`config.mk`:
```
export PLATFORM = sky130hd
export DESIGN_NAME = eth_tx_arbiter
export DESIGN_NICKNAME = d
export VERILOG_FILES = /design/src/rtl/eth_tx_arbiter.sv
export SDC_FILE = /design/constraint.sdc
export NUM_CORES = 1
export LEC_CHECK = 0
export CORE_MARGIN = 5
export CORE_UTILIZATION = 51
export DETAILED_ROUTE_END_ITERATION = 10
export GPL_ROUTABILITY_DRIVEN = 0
export PLACE_DENSITY = 0.93
export SLEW_MARGIN = 10
export SYNTH_ARGS = -nofsm -noshare
export SYNTH_HDL_FRONTEND = slang
export SYNTH_SLANG_ARGS = --single-unit
```
`constraint.sdc`:
```
create_clock -name pll_clk -period 4.3 [get_ports pll_clk]
set_clock_uncertainty 0.15 [all_clocks]
set_input_delay 0.86 -clock pll_clk [delete_from_list [all_inputs] [get_ports pll_clk]]
set_output_delay 0.86 -clock pll_clk [all_outputs]
set_load 0.005 [all_outputs]
```
`src/rtl/eth_tx_arbiter.sv`:
```
// Frame-level round-robin arbiter sharing one Ethernet TX byte stream between NUM_REQ sources.
// Grants whole frames, inserts an inter-frame gap and aborts frames whose source stalls mid-frame.
module eth_tx_arbiter #(
    parameter int NUM_REQ     = 2,
    parameter int DATA_W      = 8,
    parameter int IFG_CYCLES  = 12,
    parameter int STALL_LIMIT = 64
) (
    input  logic                      pll_clk,
    input  logic                      rst_n,
    input  logic [NUM_REQ*DATA_W-1:0] s_data,
    input  logic [NUM_REQ-1:0]        s_valid,
    input  logic [NUM_REQ-1:0]        s_last,
    output logic [NUM_REQ-1:0]        s_ready,
    output logic [DATA_W-1:0]         m_data,
    output logic                      m_valid,
    output logic                      m_last,
    output logic                      m_err,
    input  logic                      m_ready,
    output logic [NUM_REQ-1:0]        grant,
    output logic                      busy,
    output logic [7:0]                abort_count
);

    localparam int IDX_W   = $clog2(NUM_REQ);
    localparam int STALL_W = $clog2(STALL_LIMIT + 1);
    localparam int GAP_W   = $clog2(IFG_CYCLES + 1);

    typedef enum logic [2:0] {
        ST_IDLE,
        ST_PASS,
        ST_ABORT,
        ST_DRAIN,
        ST_GAP
    } state_t;

    state_t               state_q, state_d;
    logic [NUM_REQ-1:0]   grant_q, grant_d;
    logic [IDX_W-1:0]     gidx_q, gidx_d;
    logic [IDX_W-1:0]     last_q, last_d;
    logic [STALL_W-1:0]   stall_q, stall_d;
    logic [GAP_W-1:0]     gap_q, gap_d;
    logic [7:0]           abort_q, abort_d;

    logic [DATA_W-1:0]    lane_data [NUM_REQ];
    logic [DATA_W-1:0]    sel_data;
    logic                 sel_valid;
    logic                 sel_last;
    logic [STALL_W-1:0]   stall_inc;
    logic                 win_found;
    logic [IDX_W-1:0]     win_idx;
    logic [IDX_W-1:0]     cand;

    always_comb begin
        for (int i = 0; i < NUM_REQ; i++) begin
            lane_data[i] = s_data[i*DATA_W +: DATA_W];
        end
    end

    assign sel_data  = lane_data[gidx_q];
    assign sel_valid = s_valid[gidx_q];
    assign sel_last  = s_last[gidx_q];
    assign stall_inc = stall_q + 1'b1;

    // Round-robin search begins one past the previous owner and wraps.
    always_comb begin
        win_found = 1'b0;
        win_idx   = '0;
        cand      = '0;
        for (int k = 1; k <= NUM_REQ; k++) begin
            cand = IDX_W'((int'(last_q) + k) % NUM_REQ);
            if (!win_found && s_valid[cand]) begin
                win_found = 1'b1;
                win_idx   = cand;
            end
        end
    end

    always_comb begin
        // NOTE: every output of this block gets a default first so no path leaves one unassigned (no latches).
        state_d = state_q;
        grant_d = grant_q;
        gidx_d  = gidx_q;
        last_d  = last_q;
        stall_d = stall_q;
        gap_d   = gap_q;
        abort_d = abort_q;
        s_ready = '0;
        m_data  = '0;
        m_valid = 1'b0;
        m_last  = 1'b0;
        m_err   = 1'b0;

        case (state_q)
            ST_IDLE: begin
                if (win_found) begin
                    state_d          = ST_PASS;
                    gidx_d           = win_idx;
                    grant_d          = '0;
                    grant_d[win_idx] = 1'b1;
                    stall_d          = '0;
                end
            end
            ST_PASS: begin
                m_data          = sel_data;
                m_valid         = sel_valid;
                m_last          = sel_last;
                s_ready[gidx_q] = m_ready;
                if (sel_valid && m_ready) begin
                    stall_d = '0;
                    if (sel_last) begin
                        state_d = ST_GAP;
                        last_d  = gidx_q;
                        grant_d = '0;
                        gap_d   = '0;
                    end
                end else if (!sel_valid) begin
                    // Only a starved source counts; downstream backpressure never does.
                    stall_d = stall_inc;
                    if (stall_inc == STALL_W'(STALL_LIMIT)) begin
                        state_d = ST_ABORT;
                    end
                end
            end
            ST_ABORT: begin
                m_valid = 1'b1;
                m_last  = 1'b1;
                m_err   = 1'b1;
                if (m_ready) begin
                    state_d = ST_DRAIN;
                    if (abort_q != 8'hFF) begin
                        abort_d = abort_q + 8'd1;
                    end
                end
            end
            ST_DRAIN: begin
                s_ready[gidx_q] = 1'b1;
                if (sel_valid && sel_last) begin
                    state_d = ST_GAP;
                    last_d  = gidx_q;
                    grant_d = '0;
                    gap_d   = '0;
                end
            end
            ST_GAP: begin
                gap_d = gap_q + 1'b1;
                if (gap_q == GAP_W'(IFG_CYCLES - 1)) begin
                    state_d = ST_IDLE;
                    gap_d   = '0;
                end
            end
            default: begin
                state_d = ST_IDLE;
            end
        endcase
    end

    // NOTE: registers are updated with non-blocking assignments so every flop samples pre-edge values.
    always_ff @(posedge pll_clk or negedge rst_n) begin
        if (!rst_n) begin
            state_q <= ST_IDLE;
            grant_q <= '0;
            gidx_q  <= '0;
            last_q  <= IDX_W'(NUM_REQ - 1);
            stall_q <= '0;
            gap_q   <= '0;
            abort_q <= '0;
        end else begin
            state_q <= state_d;
            grant_q <= grant_d;
            gidx_q  <= gidx_d;
            last_q  <= last_d;
            stall_q <= stall_d;
            gap_q   <= gap_d;
            abort_q <= abort_d;
        end
    end

    assign grant       = grant_q;
    assign busy        = (state_q != ST_IDLE);
    assign abort_count = abort_q;

endmodule

```
==> run summary, run 1 <==
Status -> finished, final reports clean
Dpl hpwl -> 2.872 mm
Post-synthesis compound-gate area fraction -> 0.1542
Drc violations -> 0
Top cell type's share of synthesized area -> 0.3855
Slew Limit Fails -> 0
Tmin final -> 3.285 ns
Post-synthesis cell count -> 171
Post-synthesis adder-cell area fraction -> 0.02313
Fin nets -> 244
N_diodes -> 0
Worst skew pair latency -> 0.33 ns
Routed WL -> 3.663 mm
Chip Height -> 66.41 microns
Clock-pin slew on the worst setup and hold paths -> 0.14 ns
# fillers -> 256
Post-synthesis xor/xnor area fraction -> 0.04857
Setup Viol. Count Final -> 0
GR Overflow Total -> 0
Buffers added on ports -> 46
Htree depth -> 1
Post-CTS sizing -> 0
Initial antenna violation count -> 0
Initial cell density of the core -> 0.5316
PD cells -> 600.8 nW/um^2
Total of max-cap violations -> 0
Post-Synth Simple-Gate Area -> 0.2529
CP Class -> in2out
Largest cells by area after synthesis -> dfrtp_1, mux2i_1, nand2_1, nor2_1, o21ai_0
CTS buffer count -> 3
Final instance area -> 2161 sq um
Crit end category -> output port
Most frequent cell after synthesis -> dfrtp_1
Seq/Total Area, Yosys -> 0.4017
Distinct cell type count after synthesis -> 46
Arrival time at the worst endpoint -> 2.28 ns
Via count -> 1440
Multi-input combinational cell area -> 910.9 sq um
RSZ-0062 raised after global routing -> false
Critical Path Fanout Max -> 6
Die area -> 4410 sq um
Placed Area -> 2108 sq um
Syn nets -> 197
Root Driver -> clkbuf_4
CTS Buffer Depth -> 2
Leak -> 0.8996 nW
Synthesized flop and latch total -> 26
Slew @ Worst Pin -> 0.6734 ns
Std cell rows -> 20
Sequential cell area -> 651.9 sq um
Slew HR -> 0.5511
Avg WL per Cell -> 14.03 microns
Mux cell area share after synthesis -> 0.08250
CTS tree -> done
GRT Total Usage -> 0.1885
Global-route wire length before repair -> 6.389 mm
Area Growth Syn to Fin -> 33.15%
IO Count -> 47
Endpoints failing hold -> 0
Worst Setup Start Kind -> primary input
DIE WIDTH -> 66.41 microns
Synth Cell Area -> 1623 sq um
Core footprint -> 3053 sq um
Synth top cells by count -> dfrtp_1, nand2_1, nor2_1
Vias per cell -> 5.517
Warnings from Yosys -> 0
Worst hold path type -> reg2reg
Synth Area per Inst -> 9.490 sq um
Final Cycle Share -> 0.7640
# hold bufs at CTS -> 0
Main synth FF type -> dfrtp_1
Final ANT Viol Nets -> 0
Vias in the first global route -> 1465
Final total power -> 0.001298 W
Worst vdd ir -> 317.1 uV
First-iteration detailed-routing DRC count -> 71
Setup repair bufs after CTS -> 0
Setup TNS -> 0 ns
Req. time, crit path -> 3.29 ns
FFs w/ async S/R, synth -> 1.000
Area leader, netlist -> dfrtp_1
Post-synth EDFFs -> 0
Highest Clock Rate -> 304.4 MHz
Clock tree sinks -> 26
Drt first pass iters -> 4
Largest family of logic cells by synthesized area -> simple AND/OR/NAND/NOR gates
Layout cell share with drive strength beyond 1 -> 0.1198
Pin count of the biggest net entering global routing -> 27
==> power breakdown <==
group	switching [W]	leakage [nW]	internal, W
sequential	0.000127	0.342	0.000320
clock	0.0000761	0.0279	0.0000943
combinational	0.000297	0.530	0.000384
==> kinds of logic (layout without fill, tap and decap cells) <==
family / Yosys count / in the layout
XOR/XNOR: 9 / 9
adder cells (fa/ha/maj): 3 / 3
flip-flops: 26 / 26
AO/OA/AOI/OAI: 36 / 36
multiplexers: 13 / 13
buffers and inverters: 11 / 57
AND/OR/NAND/NOR: 73 / 73
==> per-stage QoR <==
stage                     utilization  setup WS, ns  hold WS, ns  cells
after detailed placement       0.6906         1.012       0.3150    257
after CTS                      0.7078         1.010       0.3603    261
final                          0.7078         1.015       0.3522    261
after floorplan                     -         2.000       0.3153    171
after global placement         0.6906         1.027       0.3131    257
after global routing           0.7078        0.8808       0.3854    261
==> layer usage <==
metal | up-vias | part of all wire | track usage
met5 | - | 0 | 0
met4 | 0 | 0.014 | 0.07360
met3 | 4 | 0.046 | 0.03061
met2 | 39 | 0.51 | 0.3259
met1 | 689 | 0.43 | 0.2317
li1 | 708 | - | -
==> state kept, by name, indices dropped and copies added, names as in the netlist <==
signal	cells
last_q	1
stall_q	7
grant	2
state_q	3
gidx_q	1
abort_count	8
gap_q	4
==> cells in the final DEF (no fill, tap or decap), types with 2 or more instances in the layout <==
cell type        count
clkdlybuf4s50_1     46
dfrtp_1             25
nor2_1              19
nand2_1             19
o21ai_0             12
mux2i_1             10
a21oi_1              7
nand3_1              6
nand4_1              6
xnor2_1              6
inv_1                4
nor3b_1              4
a21o_1               4
mux2_2               3
xor2_1               3
ha_1                 3
clkbuf_4             3
inv_2                2
nand3b_1             2
o41ai_1              2
a22o_1               2
o21ai_2              2
or3_1                2
nand3_2              2
==> critical path: stages <==
cell and delay (ns):
clkdlybuf4s50_1 0.57, mux2i_1 0.13, o21ai_0 0.17, clkdlybuf4s50_1 0.54
==> worst paths after layout <==
path,start,endpoint,slack [ns],cells after the start
max in group asynchronous,rst_n,last_q$_DFFE_PN1P_,2.99,2
hold / removal,grant[0]$_DFFE_PN0P_,grant[0]$_DFFE_PN0P_,0.35,1
setup reg to reg,gidx_q$_DFFE_PN0P_,grant[1]$_DFFE_PN0P_,2.04,5
setup / recovery,s_valid[0],m_valid,1.01,4
hold reg to reg,grant[0]$_DFFE_PN0P_,grant[0]$_DFFE_PN0P_,0.35,1
min in group asynchronous,rst_n,gap_q[0]$_DFFE_PN0P_,0.72,2
==> area by class of cell <==
cell class              instances  area share
multi-input cells             134      0.4215
flip-flops and latches         26      0.3017
repair buffers                 47      0.2166
well taps                      44     0.02548
clock inverters                 1     0.01390
clock buffers                   3     0.01042
inverters                       6     0.01042
Note: power is estimated with default switching activity, not from simulation.
==> inputs of run 2 (changes only) <==
--- a/config.mk
+++ b/config.mk
@@ -6,10 +6,10 @@
 export NUM_CORES = 1
 export LEC_CHECK = 0
 export CORE_MARGIN = 5
-export CORE_UTILIZATION = 51
+export CORE_UTILIZATION = 47
 export DETAILED_ROUTE_END_ITERATION = 10
 export GPL_ROUTABILITY_DRIVEN = 0
-export PLACE_DENSITY = 0.93
+export PLACE_DENSITY = 0.87
 export SLEW_MARGIN = 10
 export SYNTH_ARGS = -nofsm -noshare
 export SYNTH_HDL_FRONTEND = slang
==> constraint.sdc (replaced) <==
create_clock -name pll_clk -period 3.26 [get_ports pll_clk]
set_clock_uncertainty 0.15 [all_clocks]
set_input_delay 0.652 -clock pll_clk [delete_from_list [all_inputs] [get_ports pll_clk]]
set_output_delay 0.652 -clock pll_clk [all_outputs]
set_load 0.005 [all_outputs]
==> run summary, run 2 (same netlist as run 1, synthesis figures left out) <==
R2r setup slk -> 1.08 ns
CP Class -> reg2out
GRT Total Usage -> 0.1614
Drt first pass iters -> 4
Critical Path Fanout Max -> 13
Via count -> 1397
Worst skew pair latency -> 0.33 ns
Htree depth -> 1
Vias in the first global route -> 1339
Total of max-cap violations -> 0
Final core occ -> 0.6434
Std cell rows -> 21
# fillers -> 293
Layout cell share with drive strength beyond 1 -> 0.1198
Worst Setup Start Kind -> register
First-iteration detailed-routing DRC count -> 75
RSZ-0062 raised after global routing -> false
GR Overflow Total -> 0
Setup Viol. Count Final -> 0
Setup repair bufs after CTS -> 0
CTS buffer count -> 3
Buffers added on ports -> 46
Arrival time at the worst endpoint -> 2.20 ns
Core footprint -> 3337 sq um
Sequential cell area -> 651.9 sq um
Slew @ Worst Pin -> 0.6830 ns
Endpoints failing hold -> 0
Vias per cell -> 5.312
CTS tree -> done
Fin nets -> 244
Avg WL per Cell -> 13.67 microns
CTS Buffer Depth -> 2
Max reg flops -> 8
IO Count -> 47
Die area -> 4728 sq um
Slew HR -> 0.5447
Status -> finished, final reports clean
Drc violations -> 0
Most frequent cells in the layout -> clkdlybuf4s50_1, dfrtp_1, nor2_1, nand2_1, o21ai_0
Final worst slack -> 0.2620 ns
Worst hold path type -> reg2reg
Worst vdd ir -> 501.4 uV
Post-CTS sizing -> 0
# hold bufs at CTS -> 0
Clock-pin slew on the worst setup and hold paths -> 0.14 ns
Highest Clock Rate -> 333.6 MHz
PD cells -> 767.4 nW/um^2
Root Driver -> clkbuf_4
Slew Limit Fails -> 0
N_diodes -> 0
Clock tree sinks -> 26
Final ANT Viol Nets -> 0
Req. time, crit path -> 2.46 ns
Routed WL -> 3.594 mm
Final Cycle Share -> 0.9196
Crit end category -> output port
Global-route wire length before repair -> 5.809 mm
DIE WIDTH -> 68.76 microns
Initial antenna violation count -> 0
Multi-input combinational cell area -> 910.9 sq um
Area Growth Syn to Fin -> 32.31%
Chip Height -> 68.76 microns
Setup TNS -> 0 ns
Tmin final -> 2.998 ns
Pre-CTS setup slack -> 0.3355 ns
Commonest non-fill, non-tap cell in the layout -> clkdlybuf4s50_1
Dpl hpwl -> 2.810 mm
Initial cell density of the core -> 0.4863
Leak -> 0.8926 nW
Pin count of the biggest net entering global routing -> 27
## run 2: metal layers
layer	part of all wire	GRT usage
met4	0.010	0.04623
met5	0	0
met3	0.031	0.03566
met1	0.46	0.2185
met2	0.50	0.2586
## run 2: area by class of cell
type,count,share of cell area
multi-input cells,134,0.4242
flip-flops and latches,26,0.3036
repair buffers,47,0.2179
well taps,46,0.02681
clock buffers,4,0.01690
inverters,6,0.01049
## run 2: critical path: stages (launching register included)
cell and delay [ns]:
dfrtp_1 0.61, or3b_4 0.52, o21ai_0 0.20, clkdlybuf4s50_1 0.53
## run 2: power breakdown
part | switching (W) | internal (W) | leakage, nW | total, W
Clock | 0.0000978 | 0.0000685 | 0.0210 | 0.000166
Sequential | 0.000170 | 0.000423 | 0.342 | 0.000592
Combinational | 0.000385 | 0.000504 | 0.530 | 0.000889
Total | 0.000652 | 0.000995 | 0.893 | 0.00165
## run 2: stage by stage
stage / cell area (sq um) / power [W] / hold slack [ns] / cells
CTS: 2147 / 0.001657 / 0.3485 / 263
global placement: 2111 / 0.001468 / 0.3120 / 259
finish: 2147 / 0.001648 / 0.3441 / 263
floorplan: 1623 / 0.001143 / 0.2064 / 171
global route: 2147 / 0.001789 / 0.3783 / 263
detailed placement: 2111 / 0.001487 / 0.3163 / 259
## run 2: final timing paths
path,cells after the start,start,endpoint
worst max-delay path,3,state_q[0]$_DFFE_PN0P_,m_valid
min in group asynchronous,2,rst_n,stall_q[5]$_DFFE_PN0P_
max in group asynchronous,2,rst_n,last_q$_DFFE_PN1P_
worst min-delay path,1,grant[0]$_DFFE_PN0P_,grant[0]$_DFFE_PN0P_
worst min register to register,1,grant[0]$_DFFE_PN0P_,grant[0]$_DFFE_PN0P_
worst max register to register,5,gidx_q$_DFFE_PN0P_,grant[1]$_DFFE_PN0P_
==> inputs of run 3 (changes only) <==
--- a/config.mk
+++ b/config.mk
@@ -6,10 +6,11 @@
 export NUM_CORES = 1
 export LEC_CHECK = 0
 export CORE_MARGIN = 5
-export CORE_UTILIZATION = 47
+export CORE_UTILIZATION = 62
 export DETAILED_ROUTE_END_ITERATION = 10
+export DONT_BUFFER_PORTS = 1
 export GPL_ROUTABILITY_DRIVEN = 0
-export PLACE_DENSITY = 0.87
+export PLACE_DENSITY = 0.86
 export SLEW_MARGIN = 10
 export SYNTH_ARGS = -nofsm -noshare
 export SYNTH_HDL_FRONTEND = slang
==> run summary, run 3 (same netlist as run 1, synthesis figures left out) <==
Die area -> 3741 sq um
N_diodes -> 0
GRT Total Usage -> 0.2038
Worst hold path type -> reg2reg
Std cell rows -> 18
Final ANT Viol Nets -> 0
Clock-pin slew on the worst setup and hold paths -> 0.14 ns
Max incr delay on CP -> 0.60 ns
Most frequent cells in the layout -> dfrtp_1, nor2_1, nand2_1
Inst Count DP -> 196
Drc violations -> 0
Multi-input combinational cell area -> 910.9 sq um
DIE WIDTH -> 61.16 microns
Worst vdd ir -> 606.5 uV
CTS buffer count -> 3
CP cell instances -> or3b_4 -> o21ai_0
Dpl hpwl -> 2.689 mm
Slew HR -> 0.5341
Area Growth Syn to Fin -> 5.089%
GR Overflow Total -> 0
Slew @ Worst Pin -> 0.6988 ns
Arrival time at the worst endpoint -> 1.74 ns
Tmin final -> 2.537 ns
Fin nets -> 199
Comb pwr share -> 0.439
Drt first pass iters -> 4
Initial cell density of the core -> 0.6491
Setup TNS -> 0 ns
PD cells -> 867.2 nW/um^2
Min Hold Slack -> 0.3721 ns
CP Class -> reg2out
Layout cell share with drive strength beyond 1 -> 0.1512
Pin count of the biggest net entering global routing -> 27
Non-filler cells, final -> 202
CTS Buffer Depth -> 2
Max reg flops -> 8
Total of max-cap violations -> 0
Global-route wire length before repair -> 5.637 mm
Vias in the first global route -> 1197
Routed WL -> 3.499 mm
Setup Viol. Count Final -> 0
Worst Setup Start Kind -> register
Critical Path Fanout Max -> 13
CTS tree -> done
# fillers -> 196
Highest Clock Rate -> 394.1 MHz
Buffers added on ports -> 0
Final Cycle Share -> 0.7783
Req. time, crit path -> 2.46 ns
Chip Height -> 61.16 microns
RSZ-0062 raised after global routing -> false
Leak -> 0.7360 nW
First-iteration detailed-routing DRC count -> 73
Status -> finished, final reports clean
Worst skew pair latency -> 0.33 ns
Core footprint -> 2500 sq um
Root Driver -> clkbuf_4
Initial antenna violation count -> 0
Slew Limit Fails -> 0
R2r setup slk -> 1.07 ns
Htree depth -> 1
Clock network power share -> 0.152
Commonest non-fill, non-tap cell in the layout -> dfrtp_1
Via count -> 1256
Sequential cell area -> 651.9 sq um
Clock tree sinks -> 26
Avg WL per Cell -> 17.32 microns
IO Count -> 47
Endpoints failing hold -> 0
Crit end category -> output port
Pint -> 0.0008495 W
Slowest cell on crit path -> dfrtp_1
Vias per cell -> 6.218
Switching Power -> 0.0006294 W
Switching Share -> 0.4256
Flop pwr share -> 0.410
## run 3: cell count changes in the layout (fill, tap and decap cells not counted), sizes merged
| cell | delta |
|---|---|
| dlygate4sd3 | +1 |
| clkdlybuf4s50 | -46 |
| clkbuf | -1 |
| bufinv | +1 |
## run 3: cell type report
class	count	area share
multi-input combinational	134	0.5341
clock buffer	3	0.01321
sequential	26	0.3822
tap	30	0.02201
clock inverter	1	0.01761
timing repair buffer	2	0.01761
inverter	6	0.01321
## run 3: metal layers
metal | routed length, microns | global-route usage | share of wire
met1 | 1403 | 0.2493 | 0.40
met2 | 1869 | 0.3414 | 0.53
met3 | 121 | 0.04403 | 0.035
met4 | 105 | 0.09598 | 0.030
met5 | 0 | 0 | 0
## run 3: worst paths after layout
| check | end | cells past startpoint | start |
|---|---|---|---|
| setup / recovery | m_valid | 2 | state_q[0]$_DFFE_PN0P_ |
| hold / removal | stall_q[6]$_DFFE_PN0P_ | 1 | stall_q[6]$_DFFE_PN0P_ |
| setup reg to reg | gidx_q$_DFFE_PN0P_ | 5 | gidx_q$_DFFE_PN0P_ |
| hold reg to reg | stall_q[6]$_DFFE_PN0P_ | 1 | stall_q[6]$_DFFE_PN0P_ |
| max in group asynchronous | last_q$_DFFE_PN1P_ | 2 | rst_n |
| min in group asynchronous | stall_q[5]$_DFFE_PN0P_ | 2 | rst_n |
## run 3: critical path: cells and delay by family, from the launching register on
kind,cells,cell delay (ns)
and+or+nand+nor,1,0.51
AOI/OAI and AO/OA,1,0.30
DFF,1,0.60
## run 3: what timing repair did
action,CTS,global route
buffers inserted,0,0
endpoints found under the hold margin,26,0
gates resized for setup,0,0
hold buffers,2,0
## run 3: stage by stage
step / util / power [W] / setup WS [ns] / cell area [sq um]
floorplan: - / 0.001143 / 1.168 / 1623
global placement: 0.6491 / 0.001202 / 1.180 / 1623
detailed placement: 0.6491 / 0.001248 / 1.104 / 1623
CTS: 0.6822 / 0.001479 / 0.7244 / 1705
global route: 0.6822 / 0.001592 / 0.6434 / 1705
finish: 0.6822 / 0.001479 / 0.7228 / 1705
## run 3: power groups by stage
| stage | clock network [W] | registers, W | logic (W) |
|---|---|---|---|
| final | 0.000224 | 0.000606 | 0.000649 |
| after global routing | 0.000243 | 0.000627 | 0.000722 |
| after CTS | 0.000225 | 0.000603 | 0.000651 |
| after detailed placement | 0 | 0.000610 | 0.000638 |
| after global placement | 0 | 0.000594 | 0.000609 |
| after floorplan | 0 | 0.000511 | 0.000632 |
==> patch, RTL diff (settings of run 3) <==
Set the parameter `DATA_W` to 12 (it was 8).
--- a/src/rtl/eth_tx_arbiter.sv
+++ b/src/rtl/eth_tx_arbiter.sv
@@ -3,5 +3,5 @@
 module eth_tx_arbiter #(
     parameter int NUM_REQ     = 2,
-    parameter int DATA_W      = 8,
+    parameter int DATA_W      = 12,
     parameter int IFG_CYCLES  = 12,
     parameter int STALL_LIMIT = 64
Interface: changed (resized m_data and s_data); port bits go from 47 to 59. No check against the original RTL was run, so the function may have changed too.
==> patch against run 3 <==
- sequential cell count unchanged
- fmax down 6.8%
- cell area up 4.2%
- area after synthesis up 4.4%
- routed wire length up 2.4%
- final cell count up 5.0%
- power up 4.2%
- setup slack worse by 190 ps
==> patch: results (changes against run 3) <==
- Root buffer cell: clkbuf_4 (unchanged)
- Dpl cell area: 1694 µm² (was 1623 µm²)
- Met2 wire length: 1865 µm (was 1869 µm)
- IO Port Bufs: 0 (unchanged)
- Global Route Usage Sum: 0.1917 (was 0.2038)
- Hold Crit Class: reg2reg (unchanged)
- Least-Margin Pin Slew: 546.9 ps (was 698.8 ps)
- Fraction of layout instances using a drive strength above 1: 0.1381 (was 0.1512)
- Vias: 1357 (was 1256)
- Slowest stage cell, crit path: or3b_1 (was dfrtp_1)
- Total CTS buffers: 3 (unchanged)
- Fillcell total: 208 (was 196)
- Synth area leaders: dfrtp_1 37%, mux2i_1 8.3%, nor2_1 5.1% (was dfrtp_1 39%, mux2i_1 6.2%, nand2_1 4.4%)
- Detailed Routing Iterations Pass 1: 4 (unchanged)
- Vias in the first global route: 1334 (was 1197)
- Async S/R FF share, synth: 1.000 (unchanged)
- Dpl hpwl: 2773 µm (was 2689 µm)
- Syn nets: 214 (was 197)
- Critical path's largest stage delay: 640 ps (was 600 ps)
- Routed wire length on met3: 276 µm (was 121 µm)
- Clock buffer depth: 2 (unchanged)
- DR iter-0 viols: 52 (was 73)
- Seq/Total Area, Yosys: 0.3848 (was 0.4017)
- P_leak: 0.7690 nW (was 0.7360 nW)
- Ant. Diodes: 0 (unchanged)
- M1 wire length: 1399 µm (was 1403 µm)
- CP Max Fanout: 17 (was 13)
- Synth cell types: 44 (was 46)
- Maximum VDD drop: 0.0006512 V (was 0.0006065 V)
- Most used DFF post-synth: dfrtp_1 (unchanged)
- Clk sinks: 26 (unchanged)
- Status: finished, final reports clean (unchanged)
- Final nets: 216 (was 199)
- Max layer used: met4 (unchanged)
- Reg clk slew, reported paths: 140 ps (about the same)
- Most frequent cells after synthesis: 25 x dfrtp_1, 23 x nor2_1, 20 x nand2_1 (was 25 x dfrtp_1, 19 x nand2_1, 19 x nor2_1)
- H-tree depth: 1 (unchanged)
- First-pass GRT wire length: 6237 µm (was 5637 µm)
- DR WL/cell: 16.90 µm (was 17.32 µm)
- Max FFs per register: 8 (unchanged)
- Worst-Skew Late Latency: 320 ps
- Largest net degree at the start of global routing: 27 (unchanged)
- Post-CTS resize count: 0 (unchanged)
- Initial antenna violation count: 0 (unchanged)
- Synth warnings: 0 (unchanged)
-- patch: cell count changes after synthesis, moves of 2 or more --
cell	delta
mux2i_1	+4
nor2_1	+4
nand3_2	-2
and3_1	+2
-- patch: per-stage QoR --
stage	setup WS (ps)	instances	hold slack, ps	power, mW	util
floorplan	1134	180	206.4	1.214	-
global placement	1012	206	207.0	1.279	0.6306
detailed placement	905.1	206	206.9	1.319	0.6306
CTS	531.2	212	377.9	1.553	0.6614
global route	380.7	212	391.6	1.681	0.6614
finish	537.3	212	373.8	1.541	0.6614
-- patch: worst paths after layout --
check,from,to,slack (ps),depth (start not counted)
worst max-delay path,state_q[0],m_valid,540,2
worst min-delay path,grant[0],grant[0],370,1
worst max register to register,state_q[0],stall_q[2],1150,5
worst min register to register,grant[0],grant[0],370,1
max in group asynchronous,rst_n,last_q,2150,2
min in group asynchronous,rst_n,stall_q[4],580,2
-- patch: layout make-up --
type | instances | area, µm² | share of cell area
clock buffers | 3 | 22.52 | 0.01268
inverters | 6 | 22.52 | 0.01268
repair buffers | 3 | 37.54 | 0.02113
clock inverters | 1 | 30.03 | 0.01690
well taps | 31 | 38.79 | 0.02183
flip-flops and latches | 26 | 651.9 | 0.3669
multi-input cells | 142 | 973.4 | 0.5479
-- patch: power by group --
part / switching [mW] / total, mW / internal (mW)
Sequential: 0.153 / 0.578 / 0.425
Clock: 0.0977 / 0.222 / 0.124
Combinational: 0.412 / 0.741 / 0.329
Total: 0.663 / 1.54 / 0.878
-- patch: routing by layer --
metal  track usage  vias to the layer above
met4       0.07427                        0
met1        0.2271                      651
met3       0.06126                        5
met5             0                        -
met2        0.3212                       57
li1              -                      644
-- patch: what timing repair did --
action | CTS | global route
endpoints found under the setup margin | 0 | 0
setup buffers | 0 | 0
hold buffers | 2 | 0
endpoints found under the hold margin | 26 | 0
-- patch: cells by family (layout without fill, tap and decap cells) --
kind of cell    count (synthesis)  after routing  synth area share
buf+inv                        12             13           0.04062
xor+xnor                        9              9           0.04653
fa+ha+maj                       3              3           0.02216
mux                            17             17            0.1027
simple gates                   77             77            0.2437
flops                          26             26            0.3848
compound gates                 36             36            0.1595
-- patch: critical path: cells and delay by family, from the launching register on --
kind,cells,cell delay (ps)
flip-flops,1,590
AO/OA/AOI/OAI,1,370
AND/OR/NAND/NOR,1,640
